File: src/rtl/out_adapter_pkg.sv
// Shared types and width helpers for the output adapter.
package out_adapter_pkg;

   typedef enum logic [1:0] {
      IDLE  = 2'd0,
      RUN   = 2'd1,
      DRAIN = 2'd2
   } state_t;

   localparam int DEF_IN_WIDTH  = 64;
   localparam int DEF_OUT_WIDTH = 8;

   // True when a wide word splits into a whole number of beats.
   function automatic bit width_ok(input int in_w, input int out_w);
      return (out_w > 0) && ((in_w % out_w) == 0);
   endfunction

   function automatic int calc_ratio(input int in_w, input int out_w);
      return in_w / out_w;
   endfunction

   // Beat index needs at least one bit even for a 1:1 ratio.
   function automatic int calc_beat_w(input int ratio);
      return (ratio > 1) ? $clog2(ratio) : 1;
   endfunction

   localparam int RATIO  = calc_ratio(DEF_IN_WIDTH, DEF_OUT_WIDTH);
   localparam int BEAT_W = calc_beat_w(RATIO);

endpackage

File: src/rtl/out_adapter_if.sv
// Upstream word / downstream beat handshake bundle for the output adapter.
interface out_adapter_if
   import out_adapter_pkg::*;
#(
   parameter int IN_WIDTH  = DEF_IN_WIDTH,
   parameter int OUT_WIDTH = DEF_OUT_WIDTH
);
   logic                 start;
   logic                 in_en;
   logic [IN_WIDTH-1:0]  data_in;
   logic                 fifo_wfull;
   logic [OUT_WIDTH-1:0] data_out;
   logic                 out_en;
   logic                 out_rdy;
   logic                 done;

   modport slave (
      input  start, in_en, data_in, out_rdy,
      output fifo_wfull, data_out, out_en, done
   );

   modport master (
      output start, in_en, data_in, out_rdy,
      input  fifo_wfull, data_out, out_en, done
   );
endinterface

File: src/rtl/out_adapter_sync_fifo.sv
// Single-clock FIFO with first-word fall-through read data.
// Pointers carry one extra bit so full and empty are distinguishable.
module sync_fifo #(
   parameter int WIDTH = 8,
   parameter int DEPTH = 4
) (
   input  logic             clk,
   input  logic             rst,
   input  logic             wr_en,
   input  logic [WIDTH-1:0] wr_data,
   input  logic             rd_en,
   output logic [WIDTH-1:0] rd_data,
   output logic             empty,
   output logic             full
);
   localparam int AW = (DEPTH > 1) ? $clog2(DEPTH) : 1;

   logic [WIDTH-1:0] mem [DEPTH];
   logic [AW:0]      wr_ptr;
   logic [AW:0]      rd_ptr;
   logic             do_wr;
   logic             do_rd;

   assign empty   = (wr_ptr == rd_ptr);
   assign full    = (wr_ptr[AW] != rd_ptr[AW]) && (wr_ptr[AW-1:0] == rd_ptr[AW-1:0]);
   assign do_wr   = wr_en && !full;
   assign do_rd   = rd_en && !empty;
   assign rd_data = mem[rd_ptr[AW-1:0]];

   // Storage array; contents need no reset because pointers gate visibility.
   always_ff @(posedge clk) begin
      if (do_wr) mem[wr_ptr[AW-1:0]] <= wr_data;
   end

   // Pointer advance, flushed by reset.
   always_ff @(posedge clk or negedge rst) begin
      if (!rst) begin
         wr_ptr <= '0;
         rd_ptr <= '0;
      end else begin
         if (do_wr) wr_ptr <= wr_ptr + 1'b1;
         if (do_rd) rd_ptr <= rd_ptr + 1'b1;
      end
   end
endmodule

File: src/rtl/out_adapter.sv
// Output adapter: buffers wide result words, serializes them LSB slice
// first onto a narrow valid/ready sink, and frames them with a done pulse.
//
//  state | meaning
//  IDLE  | waiting for start; upstream blocked
//  RUN   | accepting words until the frame count is reached
//  DRAIN | frame complete upstream; emptying FIFO and serializer
module out_adapter
   import out_adapter_pkg::*;
#(
   parameter int IN_WIDTH    = DEF_IN_WIDTH,
   parameter int OUT_WIDTH   = DEF_OUT_WIDTH,
   parameter int DEPTH       = 4,
   parameter int FRAME_WORDS = 1024
) (
   input  logic          clk,
   input  logic          rst,
   out_adapter_if.slave  bus
);
   localparam int RATIO_L = calc_ratio(IN_WIDTH, OUT_WIDTH);
   localparam int BW      = calc_beat_w(RATIO_L);
   localparam int CW      = $clog2(FRAME_WORDS + 1);

   generate
      if (!width_ok(IN_WIDTH, OUT_WIDTH)) begin : g_bad_width
         $error("out_adapter: IN_WIDTH must be a multiple of OUT_WIDTH");
      end
   endgenerate

   state_t              state;
   state_t              state_nxt;
   logic [CW-1:0]       word_cnt;
   logic                wfull;
   logic                wr;
   logic                fifo_empty;
   logic                fifo_full;
   logic [IN_WIDTH-1:0] fifo_head;
   logic [IN_WIDTH-1:0] ser_word;
   logic                ser_valid;
   logic [BW-1:0]       beat_idx;
   logic                xfer;
   logic                last;
   logic                load;
   logic                drain_ok;
   logic                done_nxt;
   logic                cnt_clr;
   logic                done_q;

   assign wfull    = (state != RUN) || fifo_full || (word_cnt == CW'(FRAME_WORDS));
   assign wr       = bus.in_en && !wfull;
   assign xfer     = ser_valid && bus.out_rdy;
   assign last     = xfer && (beat_idx == BW'(RATIO_L - 1));
   // Load when idle, or back-to-back on the final beat so no bubble appears.
   assign load     = !fifo_empty && (!ser_valid || last);
   assign drain_ok = fifo_empty && (!ser_valid || last);

   sync_fifo #(
      .WIDTH (IN_WIDTH),
      .DEPTH (DEPTH)
   ) u_fifo (
      .clk     (clk),
      .rst     (rst),
      .wr_en   (wr),
      .wr_data (bus.data_in),
      .rd_en   (load),
      .rd_data (fifo_head),
      .empty   (fifo_empty),
      .full    (fifo_full)
   );

   // State register.
   always_ff @(posedge clk or negedge rst) begin
      if (!rst) state <= IDLE;
      else      state <= state_nxt;
   end

   // Next-state decode; start outside IDLE has no effect.
   always_comb begin
      state_nxt = state;
      case (state)
         IDLE:    if (bus.start) state_nxt = RUN;
         RUN:     if (word_cnt == CW'(FRAME_WORDS)) state_nxt = DRAIN;
         DRAIN:   if (drain_ok) state_nxt = IDLE;
         default: state_nxt = IDLE;
      endcase
   end

   // FSM outputs: frame-end pulse request and word-count clear.
   always_comb begin
      done_nxt = 1'b0;
      cnt_clr  = 1'b0;
      case (state)
         IDLE:    cnt_clr  = bus.start;
         DRAIN:   done_nxt = drain_ok;
         default: ;
      endcase
   end

   // Word counter and registered done pulse.
   always_ff @(posedge clk or negedge rst) begin
      if (!rst) begin
         word_cnt <= '0;
         done_q   <= 1'b0;
      end else begin
         done_q <= done_nxt;
         if (cnt_clr)  word_cnt <= '0;
         else if (wr)  word_cnt <= word_cnt + 1'b1;
      end
   end

   // Serializer: shifts the held word down one beat per transfer.
   always_ff @(posedge clk or negedge rst) begin
      if (!rst) begin
         ser_word  <= '0;
         ser_valid <= 1'b0;
         beat_idx  <= '0;
      end else if (load) begin
         ser_word  <= fifo_head;
         ser_valid <= 1'b1;
         beat_idx  <= '0;
      end else if (xfer) begin
         ser_word <= ser_word >> OUT_WIDTH;
         beat_idx <= beat_idx + 1'b1;
         if (last) ser_valid <= 1'b0;
      end
   end

   assign bus.fifo_wfull = wfull;
   assign bus.data_out   = ser_word[OUT_WIDTH-1:0];
   assign bus.out_en     = ser_valid;
   assign bus.done       = done_q;
endmodule

File: src/flat_wrapper.sv
// flat-port wrapper written by rule: the top's interface ports become plain ports
module out_adapter_flat import out_adapter_pkg::*;
#(
   parameter int IN_WIDTH    = DEF_IN_WIDTH,
   parameter int OUT_WIDTH   = DEF_OUT_WIDTH,
   parameter int DEPTH       = 4,
   parameter int FRAME_WORDS = 1024
)
  (clk, rst, bus_start, bus_in_en, bus_data_in, bus_out_rdy, bus_fifo_wfull, bus_data_out, bus_out_en, bus_done);
  out_adapter_if #(.IN_WIDTH(IN_WIDTH), .OUT_WIDTH(OUT_WIDTH)) bus_i ();
  input  logic clk;
  input  logic rst;
  input wire logic [$bits(bus_i.start)-1:0] bus_start;
  input wire logic [$bits(bus_i.in_en)-1:0] bus_in_en;
  input wire logic [$bits(bus_i.data_in)-1:0] bus_data_in;
  input wire logic [$bits(bus_i.out_rdy)-1:0] bus_out_rdy;
  output wire logic [$bits(bus_i.fifo_wfull)-1:0] bus_fifo_wfull;
  output wire logic [$bits(bus_i.data_out)-1:0] bus_data_out;
  output wire logic [$bits(bus_i.out_en)-1:0] bus_out_en;
  output wire logic [$bits(bus_i.done)-1:0] bus_done;
  assign bus_i.start = bus_start;
  assign bus_i.in_en = bus_in_en;
  assign bus_i.data_in = bus_data_in;
  assign bus_i.out_rdy = bus_out_rdy;
  assign bus_fifo_wfull = bus_i.fifo_wfull;
  assign bus_data_out = bus_i.data_out;
  assign bus_out_en = bus_i.out_en;
  assign bus_done = bus_i.done;
  out_adapter #(.IN_WIDTH(IN_WIDTH), .OUT_WIDTH(OUT_WIDTH), .DEPTH(DEPTH), .FRAME_WORDS(FRAME_WORDS)) u_core (.clk(clk), .rst(rst), .bus(bus_i));
endmodule
File: config.mk
export PLATFORM = sky130hd
export DESIGN_NAME = out_adapter_flat
export DESIGN_NICKNAME = d
export VERILOG_FILES = /design/src/rtl/out_adapter_pkg.sv /design/src/rtl/out_adapter_if.sv /design/src/rtl/out_adapter_sync_fifo.sv /design/src/rtl/out_adapter.sv /design/src/flat_wrapper.sv
export SDC_FILE = /design/constraint.sdc
export NUM_CORES = 1
export LEC_CHECK = 0
export CORE_UTILIZATION = 30
export CTS_CLUSTER_SIZE = 24
export DETAILED_ROUTE_END_ITERATION = 6
export PLACE_DENSITY_LB_ADDON = 0.08
export SYNTH_ARGS = -nofsm -noshare
export SYNTH_HDL_FRONTEND = slang
export SYNTH_SLANG_ARGS = --single-unit
File: constraint.sdc
create_clock -name clk -period 3 [get_ports clk]
set_input_delay 0.3 -clock clk [delete_from_list [all_inputs] [get_ports clk]]
set_output_delay 0.3 -clock clk [all_outputs]
set_load 0.05 [all_outputs]
==> results of run 1 <==
registers in the layout, indices dropped and copies added, names as in the netlist:
signal	count
u_core.u_fifo.mem	256
u_core.ser_word	64
u_core.word_cnt	11
u_core.beat_idx	3
u_core.u_fifo.rd_ptr	3
u_core.u_fifo.wr_ptr	3
u_core.state	2
u_core.bus.done	1
u_core.bus.out_en	1
critical path, cell delays in order (launching register included):
cell and delay (ns):
dfrtp_1 0.44, nor4_2 0.46, a41oi_2 0.24, buf_4 0.24, o31ai_1 0.12, buf_4 0.28
cells by family (layout without fill, tap and decap cells):
group                      Yosys count  count (layout)  synth area share
DFF                                344             344            0.7310
xor gates and xnor gates             9               9          0.005827
and+or+nand+nor                    125             125           0.04236
AOI/OAI and AO/OA                   88              88           0.03746
buffers and inverters               58             181           0.02395
adders and majority gates            9               9          0.008323
muxes                              124             124            0.1511
power breakdown:
part / leakage [nW] / total (mW) / switching, mW / internal (mW)
Clock: 0.629 / 4.69 / 1.85 / 2.84
Sequential: 3.51 / 6.94 / 0.546 / 6.39
Combinational: 1.59 / 3.96 / 2.25 / 1.70
routing by layer:
metal	global-route usage	share of wire	wire, um
met1	0.1759	0.47	13540
met2	0.2136	0.47	13770
met3	0.02610	0.039	1135
met4	0.03857	0.021	603
met5	0	0	0
stage by stage:
stage,utilization,cell area [um2],hold WS (ns),power (mW)
detailed placement,0.3393,15040,0.3761,11.15
global route,0.3686,16330,0.3797,16.49
global placement,0.3393,15040,0.3646,11.03
CTS,0.3686,16330,0.3690,15.93
floorplan,-,13530,0.004409,9.731
finish,0.3686,16330,0.3592,15.58
synth_stat cells (2+ instances only):
library cell	n	area share
buf_6	7	0.0058
a21oi_1	2	0.00074
nand4_1	5	0.0023
nand2_1	86	0.024
nand3_1	11	0.0041
inv_1	11	0.0031
o31a_1	2	0.0013
o221ai_1	7	0.0045
or3_1	2	0.00092
nor4_1	2	0.00092
o21ai_1	57	0.021
mux4_2	64	0.11
mux2i_1	58	0.043
ha_1	9	0.0083
and3_1	4	0.0018
o31ai_1	2	0.0011
o21ai_0	13	0.0048
xnor2_1	3	0.0019
buf_4	9	0.0050
nor2_1	2	0.00056
edfxtp_1	256	0.57
dfrtp_1	88	0.16
nor3_1	3	0.0011
mux2_1	2	0.0017
xor2_1	6	0.0039
buf_2	15	0.0055
or2_2	2	0.00092
clkbuf_1	14	0.0039
final timing paths:
check | to | cells after the start
worst max-delay path | bus_fifo_wfull | 5
worst min-delay path | u_core.bus.done | 2
worst max register to register | u_core.u_fifo.mem[1][61] | 4
worst min register to register | u_core.bus.done | 1
max in group asynchronous | u_core.ser_word[44] | 3
min in group clk | u_core.u_fifo.mem[3][33] | 1
final cells by class:
cell class,count,area share
Multi-Input combinational cell,355,0.2038
Clock inverter,16,0.008349
Sequential cell,344,0.6057
Inverter,11,0.002528
Timing Repair Buffer,96,0.06373
Tap cell,592,0.04535
Clock buffer,58,0.07047
timing repair:
| action | CTS | global route |
|---|---|---|
| gates resized for setup | 0 | 0 |
| endpoints found under the hold margin | 44 | 0 |
| hold buffers | 1 | 0 |
==> flow_metrics.py, run 1 <==
metrics = {
    "outcome": {
        "outcome": "complete, no violations",
    },
    "placement": {
        "gp_congestion": 0.7234,
        "numPortBuffers": 79,
        "dp.cells": 1397,
        "place_ws_ns": 0.8238,
        "dp_hpwl_um": 16800,
    },
    "global_route": {
        "grt_max_degree": 68,
        "antenna_found_initial": 0,
        "grt_pass1_vias": 7581,
        "grt_usage": 0.1307,
        "overflow": 0,
        "grt_pass1_wl_um": 45640,
    },
    "synth": {
        "syn_area_per_cell_um2": 17.87,
        "synth_area_um2": 13530,
        "syn_nets": 835,
        "synth_edf_count": 256,
        "yosys_warnings": 0,
        "syn_inst": 757,
        "ys_seq_area_frac": 0.7310,
        "ys_seq_elements": 344,
        "ys.flop_type": "edfxtp_1",
        "async_flop_share": 0.2558,
        "ys_types": 43,
    },
    "route": {
        "wl_um": 29050,
        "avgViaCountPerCell": 4.694,
        "drc": 0,
        "drtAntennaViolNets": 0,
        "first_iter_violations": 283,
        "route.vias.total": 6909,
        "wire_per_inst_um": 19.74,
        "first_pass_iters": 4,
    },
    "die": {
        "die_w_um": 214.4,
        "die_height_um": 214.4,
        "start_util": 0.3053,
        "num_rows": 77,
        "coreArea_um2": 44320,
        "ioPinCount": 80,
        "dieArea_um2": 45950,
    },
    "timing": {
        "max_freq_mhz": 384.8,
        "relSlewSlack": 0.2462,
        "setup_viol": 0,
        "fin_ws_ns": 0.4013,
        "finalSetupTns_ns": 0,
        "finalCritPeriodShare": 0.8662,
        "hold_viol_final": 0,
        "report.final.slew_viol_count": 0,
        "final.min_clock_period_ns": 2.599,
        "clock_skew_ns": 0.02348,
        "grt_setup_unrepaired": "no",
        "worst_slew_pin_slew_ns": 1.131,
    },
    "critical_path": {
        "startpoint_type": "register",
        "critPathKind": "register to output pin",
        "crit_start": "u_core.word_cnt[8]",
        "required_ns": 2.70,
        "rrSetupSlack_ns": 0.88,
        "r2r-start": "u_core.u_fifo.rd_ptr[0]",
        "critPathArrivalTime_ns": 2.30,
        "endpoint_kind": "output pin",
        "critPathMaxFanout": 11,
    },
    "final_layout": {
        "syn2layout_area_growth_pct": 20.73,
        "multi_input_area_um2": 3329,
        "nets": 926,
        "instances_no_fill": 1472,
        "ff_latch_area_um2": 9894,
        "drive_gt1_frac": 0.1750,
        "diodes": 0,
        "final_cell_mix": "256 x edfxtp_1, 86 x dfrtp_1, 85 x nand2_1, 77 x clkdlybuf4s50_1, 64 x mux4_2",
        "fillers": 4173,
        "final_common_cell": "edfxtp_1",
    },
    "cts": {
        "clk_latency_ns": 0.54,
        "cts_htree_levels": 2,
        "clk_pin_slew_ns": 0.05,
        "cts_tree": "done",
        "cts-buffers-inserted": 40,
        "post-cts-setup-buffers": 0,
        "cts-root-buf": "clkbuf_16",
        "cts.path.max_buffers": 3,
        "cts_sinks": 344,
    },
    "pwr": {
        "power_density_nw_per_um2": 953.9,
        "p_leak_nw": 5.719,
        "vdd_drop_max_mv": 0.5147,
    },
    "worst_hold_path": {
        "hp-class": "primary input to asynchronous set/reset pin",
    },
    "job": {
        "max-cap-violations": 0,
    },
}
Power figures use the tool's default switching activity.
==> run 2: changes to the inputs <==
- CELL_PAD_IN_SITES_DETAIL_PLACEMENT: not set -> 0
- CELL_PAD_IN_SITES_GLOBAL_PLACEMENT: not set -> 1
==> run 2 against run 1 <==
  * Sequential share of layout area shrank 0.53 points
  * Maximum frequency grew 0.75%
  * First-iteration DRC count rose by 60%
  * Clock-buffer cell count shrank 4
  * Final cell count rose by 0.20%
  * Design area up 0.88%
  * Global-route usage increased by 0.39 points
  * Hold slack worse by 0.028 ns
  * Critical path type unchanged
==> flow_metrics.py, run 2 (synthesis gave the netlist of run 1 again) <==
metrics = {
    "outcome": {
        "outcome": "complete, no violations",
    },
    "critical_path": {
        "rrSetupSlack_ns": 0.83,
        "critPathMaxFanout": 11,
        "r2r-start": "u_core.u_fifo.rd_ptr[0]",
        "required_ns": 2.70,
        "startpoint_type": "register",
        "r2r-end": "u_core.u_fifo.mem[3][57]",
        "endpoint_kind": "output pin",
        "crit_start": "u_core.word_cnt[8]",
        "endpoint": "bus_fifo_wfull",
        "critPathArrivalTime_ns": 2.28,
        "ff2ff_path_depth": 4,
        "critPathKind": "register to output pin",
    },
    "final_layout": {
        "syn2layout_area_growth_pct": 21.80,
        "drive_gt1_frac": 0.1812,
        "diodes": 0,
        "instances_no_fill": 1475,
        "final_common_cell": "edfxtp_1",
        "final_core_util": 0.3718,
        "final_cell_mix": "256 x edfxtp_1, 86 x dfrtp_1, 85 x nand2_1, 77 x clkdlybuf4s50_1, 64 x mux4_2",
        "nets": 931,
        "largest_reg_flops": 256,
        "fillers": 4121,
    },
    "timing": {
        "final.min_clock_period_ns": 2.579,
        "clock_skew_ns": 0.02064,
        "relSlewSlack": 0.2721,
        "grt_setup_unrepaired": "no",
        "max_freq_mhz": 387.7,
        "setup_viol": 0,
        "worst_slew_pin_slew_ns": 1.092,
        "fin_hold_ws_ns": 0.3309,
        "finalCritPeriodShare": 0.8598,
        "report.final.slew_viol_count": 0,
        "hold_viol_final": 0,
        "finalSetupTns_ns": 0,
    },
    "cts": {
        "clk_pin_slew_ns": 0.05,
        "clk_latency_ns": 0.55,
        "cts-root-buf": "clkbuf_16",
        "cts_tree": "done",
        "cts_sinks": 344,
        "cts.path.max_buffers": 3,
        "cts_htree_levels": 2,
        "cts-buffers-inserted": 40,
    },
    "route": {
        "wire_per_inst_um": 20.39,
        "wl_um": 30080,
        "drc": 0,
        "avgViaCountPerCell": 4.667,
        "first_iter_violations": 453,
        "route.vias.total": 6884,
        "drtAntennaViolNets": 0,
        "first_pass_iters": 4,
    },
    "global_route": {
        "antenna_found_initial": 0,
        "overflow": 0,
        "grt_usage": 0.1345,
        "grt_max_degree": 91,
        "grt_pass1_vias": 7490,
        "grt_pass1_wl_um": 46490,
    },
    "pwr": {
        "p_int_mw": 11.18,
        "p_leak_nw": 5.778,
        "comb_power_share": 0.258,
        "swShare": 0.2972,
        "power_density_nw_per_um2": 965.0,
        "p_total_mw": 15.90,
        "p_seq_frac": 0.434,
        "clkPwrFrac": 0.308,
        "vdd_drop_max_mv": 0.7285,
        "switching_power_mw": 4.726,
    },
    "placement": {
        "numPortBuffers": 79,
        "dp.cells": 1402,
        "gp_congestion": 0.6958,
        "dp_hpwl_um": 18330,
    },
    "worst_hold_path": {
        "hp-class": "primary input to asynchronous set/reset pin",
    },
    "die": {
        "ioPinCount": 80,
        "coreArea_um2": 44320,
        "die_w_um": 214.4,
        "dieArea_um2": 45950,
        "die_height_um": 214.4,
        "start_util": 0.3053,
        "num_rows": 77,
    },
    "job": {
        "max-cap-violations": 0,
    },
}
## run 2: cell count changes in the layout (fill, tap and decap cells not counted), sizes merged
cell    change
buf         +5
bufinv      +3
clkbuf      -4
clkinv      -3
inv         +2
## run 2: repair_timing
| action | 4_1_cts | 5_1_grt |
|---|---|---|
| setup buffers | 0 | 0 |
| hold buffers | 1 | 0 |
| setup endpoints to repair | 0 | 0 |
| endpoints found under the hold margin | 46 | 0 |
| gates resized for setup | 0 | 0 |
## run 2: power groups by stage
stage | logic (mW) | clock network, mW | registers, mW
finish | 4.11 | 4.89 | 6.90
global route | 4.52 | 5.21 | 7.02
CTS | 4.26 | 5.05 | 6.93
detailed placement | 4.25 | 0 | 7.02
global placement | 4.22 | 0 | 6.96
floorplan | 2.91 | 0 | 6.82
## run 2: area by class of cell
cell class | count | area [um2] | area share
sequential | 344 | 9894 | 0.6005
multi-input combinational | 355 | 3329 | 0.2020
timing repair buffer | 101 | 1154 | 0.07001
clock buffer | 54 | 1095 | 0.06644
tap | 592 | 740.7 | 0.04495
clock inverter | 18 | 224.0 | 0.01359
inverter | 11 | 41.29 | 0.002506
## run 2: per-stage QoR
step,worst slack (ns),area [um2]
final,0.4206,16480
after global routing,0.3013,16480
after CTS,0.3947,16480
after detailed placement,0.8056,15150
after global placement,0.7704,15150
after floorplan,0.01722,13530
## run 2: critical path, cell delays in order (launching register included)
cell     delay, ns
dfrtp_1       0.44
nor4_2        0.46
a41oi_2       0.23
buf_4         0.24
o31ai_1       0.11
buf_4         0.27
## run 2: worst min-delay path by stage
stage | startpoint | end | slack, ns | cells after the start
finish | rst | u_core.word_cnt[3] | 0.33 | 2
global route | rst | u_core.word_cnt[3] | 0.38 | 2
CTS | rst | u_core.word_cnt[2] | 0.34 | 2
detailed placement | rst | u_core.word_cnt[2] | 0.39 | 1
global placement | rst | u_core.word_cnt[2] | 0.37 | 1
floorplan | rst | u_core.beat_idx[0] | 0.004 | 0
## run 2: per-layer routing
layer	global-route usage	part of all wire	routed length, um
met4	0.05024	0.024	732
met2	0.2105	0.47	14020
met5	0	0	0
met1	0.1867	0.47	14250
met3	0.02454	0.036	1077
==> run 3: changes to the inputs <==
- SLEW_MARGIN: not set -> 20
==> results of run 3 <==
Final layout, timing and power as in run 2 (identical DEF).
